File: config.mk
export PLATFORM = sky130hd
export DESIGN_NAME = router_packet_rx
export DESIGN_NICKNAME = d
export VERILOG_FILES = /design/src/rtl/router_packet_rx.sv
export SDC_FILE = /design/constraint.sdc
export NUM_CORES = 1
export LEC_CHECK = 0
export CORE_MARGIN = 5
export CORE_UTILIZATION = 41
export DETAILED_ROUTE_END_ITERATION = 10
export HOLD_SLACK_MARGIN = 0.15
export PLACE_DENSITY_LB_ADDON = 0.08
export SLEW_MARGIN = 10
export SYNTH_ARGS = -nofsm -noshare
export SYNTH_HDL_FRONTEND = slang
export SYNTH_SLANG_ARGS = --single-unit
File: constraint.sdc
create_clock -name clk -period 2.6 [get_ports clk]
set_input_delay 0.39 -clock clk [delete_from_list [all_inputs] [get_ports clk]]
set_output_delay 0.39 -clock clk [all_outputs]
set_load 0.02 [all_outputs]
File: src/rtl/router_packet_rx.sv
// Serial-to-parallel packet receiver: LSB-first shift-in with start marker,
// inter-bit timeout, even-parity check and a one-entry valid/ready output stage.
module router_packet_rx #(
  parameter int PKT_W   = 13,
  parameter int TIMEOUT = 16,
  parameter int CNT_W   = 8
) (
  input  logic             clk,
  input  logic             rst,
  input  logic             ser_in,
  input  logic             ser_vld,
  input  logic             ser_sop,
  output logic [PKT_W-1:0] packet,
  output logic             pkt_valid,
  input  logic             pkt_ready,
  output logic             parity_err,
  output logic             frame_err,
  output logic             overflow_err,
  output logic             busy,
  output logic [CNT_W-1:0] drop_cnt
);

  localparam int BIT_W = $clog2(PKT_W);
  localparam logic [BIT_W-1:0] LAST_BIT = BIT_W'(PKT_W - 1);
  localparam logic [7:0]       TO_LAST  = 8'(TIMEOUT - 1);

  typedef enum logic {IDLE, SHIFT} state_t;

  state_t           state, state_nxt;
  logic [BIT_W-1:0] bit_cnt, bit_cnt_nxt;
  logic [7:0]       to_cnt, to_cnt_nxt;
  logic [PKT_W-1:0] shreg, shreg_nxt;
  logic [PKT_W-1:0] full_pkt;
  logic             par_nxt, frm_nxt, ovf_nxt;
  logic             drop, load;

  assign busy = (state == SHIFT);

  always_comb begin
    // NOTE: every signal gets a default before the case so no path leaves one unassigned (no latches).
    state_nxt   = state;
    bit_cnt_nxt = bit_cnt;
    to_cnt_nxt  = to_cnt;
    shreg_nxt   = shreg;
    par_nxt     = 1'b0;
    frm_nxt     = 1'b0;
    ovf_nxt     = 1'b0;
    drop        = 1'b0;
    load        = 1'b0;
    full_pkt    = shreg;
    full_pkt[PKT_W-1] = ser_in;

    case (state)
      IDLE: begin
        if (ser_vld && ser_sop) begin
          shreg_nxt    = '0;
          shreg_nxt[0] = ser_in;
          bit_cnt_nxt  = BIT_W'(1);
          to_cnt_nxt   = '0;
          state_nxt    = SHIFT;
        end
      end
      SHIFT: begin
        if (ser_vld) begin
          to_cnt_nxt = '0;
          if (ser_sop) begin
            // Premature start marker: drop the partial packet and restart on this bit.
            frm_nxt      = 1'b1;
            drop         = 1'b1;
            shreg_nxt    = '0;
            shreg_nxt[0] = ser_in;
            bit_cnt_nxt  = BIT_W'(1);
          end else if (bit_cnt == LAST_BIT) begin
            state_nxt   = IDLE;
            bit_cnt_nxt = '0;
            if (^full_pkt) begin
              par_nxt = 1'b1;
              drop    = 1'b1;
            end else if (!pkt_valid || pkt_ready) begin
              load = 1'b1;
            end else begin
              ovf_nxt = 1'b1;
              drop    = 1'b1;
            end
          end else begin
            shreg_nxt[bit_cnt] = ser_in;
            bit_cnt_nxt        = bit_cnt + 1'b1;
          end
        end else if (to_cnt == TO_LAST) begin
          // This idle cycle brings the gap to TIMEOUT cycles.
          frm_nxt     = 1'b1;
          drop        = 1'b1;
          state_nxt   = IDLE;
          bit_cnt_nxt = '0;
          to_cnt_nxt  = '0;
        end else begin
          to_cnt_nxt = to_cnt + 8'd1;
        end
      end
      default: state_nxt = IDLE;
    endcase
  end

  // NOTE: sequential state uses non-blocking assignments so all registers update from pre-edge values.
  always_ff @(posedge clk or negedge rst) begin
    if (!rst) begin
      state        <= IDLE;
      bit_cnt      <= '0;
      to_cnt       <= '0;
      shreg        <= '0;
      packet       <= '0;
      pkt_valid    <= 1'b0;
      parity_err   <= 1'b0;
      frame_err    <= 1'b0;
      overflow_err <= 1'b0;
      drop_cnt     <= '0;
    end else begin
      state        <= state_nxt;
      bit_cnt      <= bit_cnt_nxt;
      to_cnt       <= to_cnt_nxt;
      shreg        <= shreg_nxt;
      parity_err   <= par_nxt;
      frame_err    <= frm_nxt;
      overflow_err <= ovf_nxt;
      if (load) begin
        packet    <= full_pkt;
        pkt_valid <= 1'b1;
      end else if (pkt_ready) begin
        pkt_valid <= 1'b0;
      end
      if (drop && (drop_cnt != '1)) drop_cnt <= drop_cnt + 1'b1;
    end
  end

endmodule
## After elaboration in Yosys (flattened, before gate mapping)

Cells that the tools add are included.

- Bits of input ports: 6
- Register bits after elaboration: 51
- Output and inout bits: 26

- Reductions and logical operators: 9
- Multiplexer cells: 52
- $add $sub $neg: 3
- $lt $le $gt $ge: 2
- Eq/ne operators: 7
- Bitwise logic cells: 1

Operator list:

| operator | number |
|---|---|
| $mux W13 | 4 |
| $mux W1 | 34 |
| $pmux W13 S2 | 1 |
| $mux W8 | 3 |
| $mux W4 | 5 |
| $add A8 B1 Y8 const B | 2 |
| $pmux W8 S2 | 1 |
| $bwmux W13 | 1 |
| $reduce_xor A13 Y1 | 1 |
| $eq A8 B4 Y1 const B | 1 |
| $ne A8 B8 Y1 const B | 1 |
| $pmux W4 S2 | 1 |
| $lt A4 B5 Y1 const B | 1 |
| $add A4 B1 Y4 const B | 1 |
| $demux W1 S4 | 1 |
| $eq A4 B4 Y1 const B | 1 |
| $ge A4 B1 Y1 const B | 1 |
| $ne A2 B2 Y1 const B | 2 |
| $logic_and A1 B1 Y1 | 3 |
| $ne A3 B2 Y1 const B | 1 |
| $ne A3 B3 Y1 const B | 1 |
| $reduce_and A3 Y1 | 1 |
| $pmux W1 S2 | 1 |
| $reduce_and A2 Y1 | 1 |
| other kinds (4) | 4 |

## Logic depth before layout (Yosys ltp)

- Word-level depth: 9
- Depth in mapped cells: 8
- Mapped depth without buffers: 8

## Least setup slack after synthesis

OpenSTA, ideal clock, no wires.

- Kind: flip-flop to flip-flop
- Start point: reg bit_cnt[0]
- End point: reg drop_cnt[1]
- Setup time: 0.125 ns
- Path slack: 0.498 ns
- Stages on the path, launching flop included: 8
- Data required time: 2.475 ns
- Buffers on the path: 0
- Arrival time: 1.978 ns
- Cells stage by stage: dfrtp_1 -> inv_1 -> ha_1 -> and3_1 -> and2_1 -> a22oi_1 -> a211oi_4 -> mux2_2

- Longest elaborated chain between the ends: 6

Ends and longest elaborated chain:

| element | line | text |
|---|---|---|
| from (decl) | 30 | `logic [BIT_W-1:0] bit_cnt, bit_cnt_nxt;` |
| from (signal assigned) | 119 | `bit_cnt <= bit_cnt_nxt;` |
| $eq A4 B4 Y1 | 73 | `end else if (bit_cnt == LAST_BIT) begin` |
| $mux W1 | 73 |  |
| $mux W1 | 66 | `if (ser_sop) begin` |
| $mux W1 | 64 | `if (ser_vld) begin` |
| $mux W1 | 53 | `case (state)` |
| $logic_and A1 B1 Y1 | 131 | `if (drop && (drop_cnt != '1)) drop_cnt <= drop_cnt + 1'b1;` |
| to (signal assigned) | 131 |  |
| to (decl) | 20 | `output logic [CNT_W-1:0] drop_cnt` |

No other way between the ends.
A chain may end at the register's enable or synchronous reset.

## Worst setup path after layout

- Start point: reg to_cnt[0]
- End point: reg drop_cnt[1]

- Longest elaborated chain between the ends: 5

Ends and longest elaborated chain:

| element | line | text |
|---|---|---|
| from (decl) | 31 | `logic [7:0] to_cnt, to_cnt_nxt;` |
| from (signal assigned) | 120 | `to_cnt <= to_cnt_nxt;` |
| $eq A8 B4 Y1 | 89 | `end else if (to_cnt == TO_LAST) begin` |
| $mux W1 | 89 |  |
| $mux W1 | 64 |  |
| $mux W1 | 53 |  |
| $logic_and A1 B1 Y1 | 131 |  |

No other way between the ends.

==> reports/qor.csv <==
metric,value,unit
status,finished clean,
post-route ant nets,0,
period utilization,87.88,%
DRT Pass-1 Iters,4,
io pins,32,
die area,7869,µm²
Sw Ratio,27.90,%
Root Buffer Master,clkbuf_8,
Final setup viols,0,
CP required,2790,ps
nets,290,
P per Cell Area,617.8,nW/µm²
Die H,88.71,µm
Post-synth EDFFs,0,
sequential share of the synthesized area,49.26,%
ys async rst share,100.0,%
remaining routing DRC violations,0,
core box area,5956,µm²
post-synthesis cell area,2540,µm²
Lkg Pwr,1.465,nW
top post-synthesis cells by area,"dfrtp_1 49%, nand2_1 5.8%, mux2_4 5.3%",
drt wl/cell,14.53,µm
number of synthesized register bits,50,
reg2reg start,to_cnt[0]$_DFFE_PN0N_,
Slew Limit Fails,0,
Clock transition at path regs,90,ps
Tmin final,2285,ps
CP endpoint kind,register,
syn_nets,249,
Hold WC Path Type,reg2reg,
syn avg cell area,10.72,µm²
Initial Util,42.65,%
CTS max path bufs,2,
"commonest cells after routing, fill and taps aside","50 x dfrtp_1, 39 x nand2_1, 30 x clkdlybuf4s50_1",
highest-delay cell along the critical path,dfrtp_1,
Worst Setup Path Type,reg2reg,
Inserted Clock Buffers,5,
"Top FF cell, synth",dfrtp_1,
share of the synthesized area in the top cell type,49.26,%
Final WS setup,315.2,ps
drt total wl,5142,µm
CP startpoint kind,register,
maximum fanout along the worst path,7,
IO buf count,31,
Psw,0.5401,mW
Clock Power Share,33.8,%
Comb pwr share,20.0,%
via count,1818,
first-pass GRT wire length,8838,µm
fill cell instance count of the final layout,560,
Critical Path AT,2480,ps
f_max,437.7,MHz
pre-CTS setup slack,95.48,ps
skew final,5.050,ps
Max Cap Viol,0,
DR vias/cell,5.136,
final hold vios,0,
setup TNS,0,ps
internal cell power,1.396,mW
GPL Wtd Cong,0.7475,
All-Layer GR Usage,14.44,%
CP max stage delay,400,ps
critical-path cell list,ha_1 -> nand3_1 -> o41ai_4 -> a22oi_1 -> a211oi_4 -> mux2_2,
CTS H-tree lvls,2,
CP bufs+invs,0,
CTS tree,built,
row count,28,
"most common cell after layout, fill and taps aside",dfrtp_1,
RSZ-0062 raised after global routing,false,
post-detail-place hpwl,3774,µm
Least-Margin Pin Slew,726.3,ps
Seq pwr share,46.2,%
# clock sinks,50,
"area leader, netlist",dfrtp_1,
Synth Warn #,0,
Area Growth Syn to Fin,23.35,%
relative slew slack,51.58,%
Worst Setup SP,to_cnt[0]$_DFFE_PN0N_,
antenna violations before repair,0,
Cells after Synth,237,
layout cells sized above 1,14.70,%
"Clk Latency, worst-skew pair",300,ps
Hold WS,495.5,ps
largest net degree at the start of global routing,27,
GR Overflow Total,0,
cts repair resizes,0,
Pwr Total,1.936,mW
hold path start,to_cnt[7]$_DFFE_PN0N_,
vias in the first global route,1734,
Crit path max-delay family,compound AO/OA/AOI/OAI gates,
ant diodes,0,
Iteration-0 DRC Markers,59,
maximum VDD drop,0.2956,mV
die width,88.71,µm
post-synthesis cell type count,40,
-- flip-flops by register name, summed over array words and instances (netlist names) --
signal,cells
bit_cnt,4
busy,1
drop_cnt,8
frame_err,1
overflow_err,1
packet,13
parity_err,1
pkt_valid,1
shreg,12
to_cnt,8
-- logic make-up (layout without fill, tap and decap cells) --
logic type / after synthesis / after routing / share of synthesized area (%)
AND/OR/NAND/NOR: 88 / 88 / 17.04
adder cells (fa/ha/maj): 6 / 6 / 2.956
AO/OA/AOI/OAI: 52 / 52 / 13.01
XOR/XNOR: 16 / 16 / 7.981
flip-flops: 50 / 50 / 49.26
buffers and inverters: 10 / 52 / 1.773
multiplexers: 15 / 15 / 7.980
-- synth_stat cells (2+ instances only) --
library cell  count
a21oi_1          13
a22o_1            3
and2_1            2
and3_1            5
clkbuf_1          6
dfrtp_1          50
ha_1              6
inv_1             3
mux2_2            6
mux2_4            9
nand2_1          39
nand2b_1          5
nand3_1           8
nand4_1           3
nor2_1           12
nor2b_1           4
nor3_1            4
o21ai_0          26
xnor2_1          11
xnor3_2           2
-- per-layer routing --
| layer | vias to the layer above | GRT usage [%] | routed length, µm |
|---|---|---|---|
| li1 | 907 | - | - |
| met1 | 867 | 22.48 | 2667 |
| met2 | 37 | 19.77 | 2159 |
| met3 | 7 | 3.073 | 248 |
| met4 | 0 | 4.533 | 67 |
| met5 | - | 0 | 0 |
-- worst register-to-register path: cells and delay by family (launching register included) --
| family | cells | cell delay, ps |
|---|---|---|
| flops | 1 | 400 |
| fa+ha+maj | 1 | 200 |
| mux | 1 | 380 |
| simple gates | 1 | 220 |
| compound gates | 3 | 980 |
-- cell type report --
class	count	area (µm²)	area share, %
multi-input combinational	177	1244	39.70
inverter	3	11.26	0.3594
timing repair buffer	41	395.4	12.62
tap	75	93.84	2.995
clock inverter	3	68.82	2.196
clock buffer	5	68.82	2.196
sequential	50	1251	39.94
-- timing repair --
item | CTS | global route
hold buffers | 1 | 0
buffers inserted | 0 | 0
hold endpoints to repair | 25 | 0
-- power groups by stage --
stage / combinational (mW) / sequential (mW) / clock, mW
after CTS: 0.393 / 0.895 / 0.672
after floorplan: 0.220 / 0.929 / 0
final: 0.387 / 0.895 / 0.654
after global routing: 0.429 / 0.907 / 0.709
after global placement: 0.387 / 0.907 / 0
after detailed placement: 0.389 / 0.910 / 0
-- path summary, 6_finish.rpt --
check / end / slack (ps) / depth (start not counted)
worst max register to register: drop_cnt[1]$_DFFE_PN0P_ / 320 / 6
max in group asynchronous: to_cnt[5]$_DFFE_PN0N_ / 1440 / 3
worst min-delay path: to_cnt[7]$_DFFE_PN0N_ / 500 / 1
worst max-delay path: drop_cnt[1]$_DFFE_PN0P_ / 320 / 6
worst min register to register: to_cnt[7]$_DFFE_PN0N_ / 500 / 1
min in group asynchronous: packet[9]$_DFFE_PN0P_ / 610 / 2
-- per-stage QoR --
stage          util [%]  cells  area, µm²
6_report          52.61    354       3133
5_1_grt           52.61    354       3133
4_1_cts           52.61    354       3133
3_5_place_dp      50.13    345       2985
3_3_place_gp      50.13    345       2985
2_1_floorplan         -    237       2540
(Power assumes the default switching activity.)
